==> src/rtl/gf180mcu_osu_sc_9t_buf_pipe.sv <==
// Elastic WIDTH x DEPTH registered buffer with valid/ready on both sides,
// circular storage, occupancy output and synchronous flush.
module gf180mcu_osu_sc_9t_buf_pipe #(
  parameter int WIDTH = 8,
  parameter int DEPTH = 4,
  parameter int CW    = $clog2(DEPTH + 1)
) (
  input  logic             CLK,
  input  logic             RN,
  input  logic [WIDTH-1:0] A,
  input  logic             A_VALID,
  output logic             A_READY,
  output logic [WIDTH-1:0] Y,
  output logic             Y_VALID,
  input  logic             Y_READY,
  input  logic             FLUSH,
  output logic [CW-1:0]    COUNT
);

  localparam int PW = (DEPTH > 1) ? $clog2(DEPTH) : 1;

  logic [WIDTH-1:0] r_mem [DEPTH];
  logic [PW-1:0]    r_wptr;
  logic [PW-1:0]    r_rptr;
  logic [CW-1:0]    r_count;

  logic             w_push;
  logic             w_pop;

  // Explicit wrap so non-power-of-two depths stay in range.
  function automatic logic [PW-1:0] f_inc(input logic [PW-1:0] p);
    return (p == PW'(DEPTH - 1)) ? '0 : p + 1'b1;
  endfunction

  // A_READY depends only on registered occupancy and FLUSH, never on Y_READY.
  assign A_READY = (r_count < CW'(DEPTH)) && !FLUSH;
  assign Y_VALID = (r_count != '0);
  assign Y       = r_mem[r_rptr];
  assign COUNT   = r_count;

  assign w_push  = A_VALID && A_READY;
  assign w_pop   = Y_VALID && Y_READY && !FLUSH;

  always_ff @(posedge CLK or negedge RN) begin
    if (!RN) begin
      r_wptr  <= '0;
      r_rptr  <= '0;
      r_count <= '0;
      for (int i = 0; i < DEPTH; i++) begin
        r_mem[i] <= '0;
      end
    end else if (FLUSH) begin
      // Storage is deliberately left untouched; only the bookkeeping clears.
      r_wptr  <= '0;
      r_rptr  <= '0;
      r_count <= '0;
    end else begin
      if (w_push) begin
        r_mem[r_wptr] <= A;
        r_wptr        <= f_inc(r_wptr);
      end
      if (w_pop) begin
        r_rptr <= f_inc(r_rptr);
      end
      if (w_push && !w_pop) begin
        r_count <= r_count + 1'b1;
      end else if (w_pop && !w_push) begin
        r_count <= r_count - 1'b1;
      end
    end
  end

endmodule

==> config.mk <==
export PLATFORM = sky130hd
export DESIGN_NAME = gf180mcu_osu_sc_9t_buf_pipe
export DESIGN_NICKNAME = d
export VERILOG_FILES = /design/src/rtl/gf180mcu_osu_sc_9t_buf_pipe.sv
export SDC_FILE = /design/constraint.sdc
export NUM_CORES = 1
export LEC_CHECK = 0
export CAP_MARGIN = 20
export CORE_ASPECT_RATIO = 1.75
export CORE_MARGIN = 3
export CORE_UTILIZATION = 38
export DETAILED_ROUTE_END_ITERATION = 8
export DONT_BUFFER_PORTS = 1
export PLACE_DENSITY = 0.59
export SKIP_CTS_REPAIR_TIMING = 1
export SYNTH_ARGS = -nofsm -noshare
export SYNTH_HDL_FRONTEND = slang
export SYNTH_SLANG_ARGS = --single-unit
==> constraint.sdc <==
create_clock -name CLK -period 3.3 [get_ports CLK]
set_input_delay 0.495 -clock CLK [delete_from_list [all_inputs] [get_ports CLK]]
set_output_delay 0.495 -clock CLK [all_outputs]
set_load 0.005 [all_outputs]
Yosys cells after proc, flatten, opt, wreduce, memory -nomap -nowiden
Index checks and enable logic that the tools add are counted.
Storage, ports and cells
  register bits after elaboration: 39
  bits of input ports: 13
  output and inout bits: 13
  logic and storage cells: 50
Cells by class
  add/sub/neg operators: 4
  $lt $le $gt $ge: 4
  equal/unequal tests: 2
  mux-type cells: 15
  bitwise logic cells: 3
  reduce and logical (&&, ||, !) cells: 15
Operator list (number)
  bitwise mux 32 bit: 1
  two-way mux 8 bit: 3
  binary-select mux 8 bit (select 2 bit): 1
  demux 8 bit (select 2 bit): 1
  two-way mux 2 bit: 6
  two-way mux 3 bit: 3
  logical AND 1 bit: 7
  greater-or-equal comparator 3 bit, second input constant: 2
  inverter 2 -> 3 bit: 2
  nonzero test 3 bit: 2
  adder 2 x 1 -> 2 bit, second input constant: 2
  == test 2 bit, second input constant: 2
  nonzero test 2 bit: 2
  adder 3 x 1 -> 3 bit, second input constant: 1
  logical NOT 1 bit: 3
  less-than comparator 3 x 1 -> 1 bit, second input constant: 1
  less-than comparator 3 bit, second input constant: 1
  subtractor 3 x 1 -> 3 bit, second input constant: 1
  AND reduction 2 bit: 1
  inverter 1 bit: 1

Depth between registers and ports, before layout
  depth after elaboration: 8
  mapped depth: 7
  gate-level depth less buffers: 7

Least setup slack after synthesis
Ideal clock, no wire load.
  kind: register to register
  start: reg r_count[1], in the netlist COUNT[1]
  end: reg r_count[1], in the netlist COUNT[1]
  library setup time: 87 ps
  arrival time: 1893 ps
  setup slack: 1320 ps
  stages on the path, launching flop included: 7
  path buffers: 0
  clock period less this slack: 1980 ps
  cell sequence: dfrtp_1 > or3_4 > nand2_1 > and3_1 > fa_1 > a2bb2oi_2 > a211oi_2
Between the ends
  cells in the longest elaborated chain, start to end: 7
RTL lines
  from (decl): RTL line 25  | logic [CW-1:0] r_count;
  from (signal assigned): RTL line 66  | r_count <= r_count + 1'b1;
  from (signal assigned): RTL line 68  | r_count <= r_count - 1'b1;
  nonzero test 3 bit (*): RTL line 37  | assign Y_VALID = (r_count != '0);
  named net Y_VALID: RTL line 14  | output logic Y_VALID,
  logical AND 1 bit (*) (2 in series): RTL line 42  | assign w_pop = Y_VALID && Y_READY && !FLUSH;
  logical NOT 1 bit: RTL line 65  | if (w_push && !w_pop) begin
  logical AND 1 bit: RTL line 65
  two-way mux 3 bit: RTL line 65
  two-way mux 3 bit: RTL line 52  | end else if (FLUSH) begin
Mark *: on every way through the listed nets, which the timed path passes. The rest lies on a longest branch. The select of a mux whose other input is x is not followed.
A chain may end at the register's enable or synchronous reset.

Worst setup path in the final report
  start: reg r_rptr[0]
  end: out Y[3]
Between the ends
  cells in the longest elaborated chain, start to end: 4
RTL lines
  from (decl): RTL line 24  | logic [PW-1:0] r_rptr;
  from (signal assigned): RTL line 63  | r_rptr <= f_inc(r_rptr);
  inverter 2 -> 3 bit (implied by the code): RTL line 38  | assign Y = r_mem[r_rptr];
  binary-select mux 8 bit (select 2 bit): RTL line 38
  two-way mux 8 bit (implied by the code) (2 in series): RTL line 38
  to (decl): RTL line 13  | output logic [WIDTH-1:0] Y,
No other way between the ends. The select of a mux whose other input is x is not followed.

==> impl_metrics.tcl <==
set metrics [dict create \
    clockPowerShare 0.166 \
    p_sw_mw 0.584 \
    synth_cells 131 \
    firstDrtPassIters 4 \
    dieArea_sq_um 6330 \
    tightest_slew_ns 0.663 \
    critPathSlowestCell "dfrtp_1" \
    path_max_fanout 10 \
    grt_overflow 0 \
    wirelength_mm 3.64 \
    layout.nets 149 \
    synthMuxAreaShare 0.323 \
    vias 1035 \
    initial_core_util 0.401 \
    grt_pass1_vias 1158 \
    grt_use_total 0.131 \
    drv_slew 0 \
    postSynthAreaPerCell_sq_um 15.6 \
    yosysSeqAreaShare 0.477 \
    cp_num_buf_inv 0 \
    core_area_sq_um 5100 \
    fin_cells 185 \
    fin_crit_sh 0.654 \
    place_congestion 0.731 \
    tns_ns 0 \
    rows 34 \
    cts_buffers 5 \
    fmax_ghz 0.463 \
    drv_cap 0 \
    finClkSkew_ns 0.00468 \
    irDropWorstVdd_mv 0.424 \
    multi_input_area_sq_um 982 \
    max_slew_margin 0.558 \
    synth_flop_cell "dfrtp_1" \
    clock_path_buffers 2 \
    detail_route.iter0.violations 40 \
    sw_frac_of_total 0.303 \
    fillCellCount 475 \
    die_h_um 103 \
    placed_cells 177 \
    syn-num-nets 149 \
    htreeDepth 2 \
    synth_xor_area_frac 0.0257 \
    period_needed_ns 2.16 \
    synth_area_leaders "dfrtp_1 (48%), mux2_4 (23%), mux4_2 (8.8%)" \
    synth_fa_ha_area_frac 0.0343 \
    cp-end-kind "primary output" \
    grt_max_degree 40 \
    wire_per_inst_um 19.7 \
    ys_async_sr_fraction 1.00 \
    path_class "reg2out" \
    yosys_warnings 0 \
    mappedNetlistArea_sq_um 2050 \
    drcViolationCount 0 \
    layout.area.seq_sq_um 976 \
    setup_violations 0 \
    worst_slack_ns 1.14 \
    dp.final_hpwl_mm 2.53 \
    path_cells "mux4_2" \
    place.port_buffers 0 \
    dp_slack_ns 1.20 \
    antenna_found_initial 0 \
    cp_slowest_stage_delay_ns 0.77 \
    cp.arrival_ns 1.66 \
    path_clk_slew_ns 0.07 \
    synth_edf_count 0 \
    cts.sinks 39 \
    ys_seq_elements 39 \
    synth_top_area_frac 0.477 \
    critPathRequiredTime_ns 2.80 \
    leakage_nw 0.943 \
    critPathTopFamily "flip-flops" \
    fp.dieW_um 61.5 \
    synth_top_family_by_area "multiplexers" \
    clock_latency_ns 0.28 \
    cts_tree "built" \
    synthSimpleGateAreaFrac 0.0734 \
    outcome "finished clean" \
    area_delta_synth_final_pct 5.38 \
    ios 26 \
    post_drt_via_cell_ratio 5.59 \
    powerDensity_nw_per_um2 895 \
    min_path_type "in2async" \
    finalHoldViolCount 0 \
    synth-compound-area-share 0.0239 \
    grt_setup_unrepaired "false" \
    grt_pass1_wl_mm 6.06 \
    seq_power_share 0.454 \
    postRouteAntennaNets 0 \
    synth_common_cells "dfrtp_1 (39), mux2_4 (32), mux4_2 (8), nor2_1 (8), buf_6 (5)" \
    antennaDiodeCount 0 \
    pwr-share-comb 0.379 \
    p_int_mw 1.35 \
    synth_top_area_cell "dfrtp_1" \
    synthDistinctLibCells 28 \
    power_mw 1.93 \
    cts_root_buf "clkbuf_8" \
    synth.most_common_cell "dfrtp_1" \
    cp-start-kind "flop" \
    drive_gt1_frac 0.435 \
]
-- cell type report --
class / count / share of cell area
clock inverters: 1 / 0.00232
clock buffers: 6 / 0.0383
inverters: 4 / 0.00696
flip-flops and latches: 39 / 0.453
well taps: 54 / 0.0313
multi-input cells: 80 / 0.456
repair buffers: 1 / 0.0128
-- worst reg2reg max path, delay by kind of cell, from the launching register on --
family	cells	cell delay [ns]
compound gates	2	0.36
flops	1	0.44
simple gates	3	0.79
fa+ha+maj	1	0.43
-- flip-flops by register name (all words and copies together) (netlist names) --
signal  count
r_rptr      2
COUNT       3
r_wptr      2
r_mem      32
-- through the flow --
stage	utilization	cell area (sq um)	hold WS, ns
floorplan	-	2050	0.199
global placement	0.400	2040	0.200
detailed placement	0.400	2040	0.201
CTS	0.417	2130	-0.108
global route	0.422	2160	0.0377
finish	0.422	2160	0.0384
-- power by group through the flow --
| stage | registers [mW] | logic, mW | clock network [mW] |
|---|---|---|---|
| floorplan | 0.793 | 0.703 | 0 |
| global placement | 0.869 | 0.716 | 0 |
| detailed placement | 0.887 | 0.731 | 0 |
| CTS | 0.880 | 0.737 | 0.330 |
| global route | 0.911 | 0.802 | 0.355 |
| finish | 0.876 | 0.732 | 0.321 |
-- cells by family (layout without fill, tap and decap cells) --
family                     Yosys count  in the layout
muxes                               40             40
adders and majority gates            5              5
and+or+nand+nor                     23             23
AOI/OAI and AO/OA                    6              6
buffers and inverters               12             12
xor gates and xnor gates             6              6
DFF                                 39             39
-- path summary, 6_finish.rpt --
check,start,to,slack [ns],cells after the start
min in group CLK,FLUSH,COUNT[1]$_DFFE_PN0P_,0.26,1
hold / removal,RN,r_mem[13]$_DFFE_PN0P_,0.04,1
max in group asynchronous,RN,r_mem[25]$_DFFE_PN0P_,3.08,1
setup / recovery,r_rptr[0]$_DFFE_PN0P_,Y[3],1.14,1
setup reg to reg,COUNT[1]$_DFFE_PN0P_,COUNT[1]$_DFFE_PN0P_,1.20,6
hold reg to reg,r_mem[16]$_DFFE_PN0P_,r_mem[16]$_DFFE_PN0P_,0.51,1
-- cells in the final DEF (no fill, tap or decap), types with 2 or more instances in the layout --
master     n
ha_1       4
dfrtp_1   39
o21ai_0    2
mux2_4    32
inv_1      4
clkbuf_8   6
nand3_1    2
mux4_2     8
xnor2_1    4
and3_4     4
nor2_1     8
nor2b_1    2
xor2_1     2
-- routing by layer --
metal,GRT usage,wire length [um],vias up
li1,-,-,460
met1,0.160,1470,546
met2,0.214,1900,23
met3,0.0426,209,6
met4,0.0441,57,0
met5,0,0,-
Note: power is estimated with default switching activity, not from simulation.
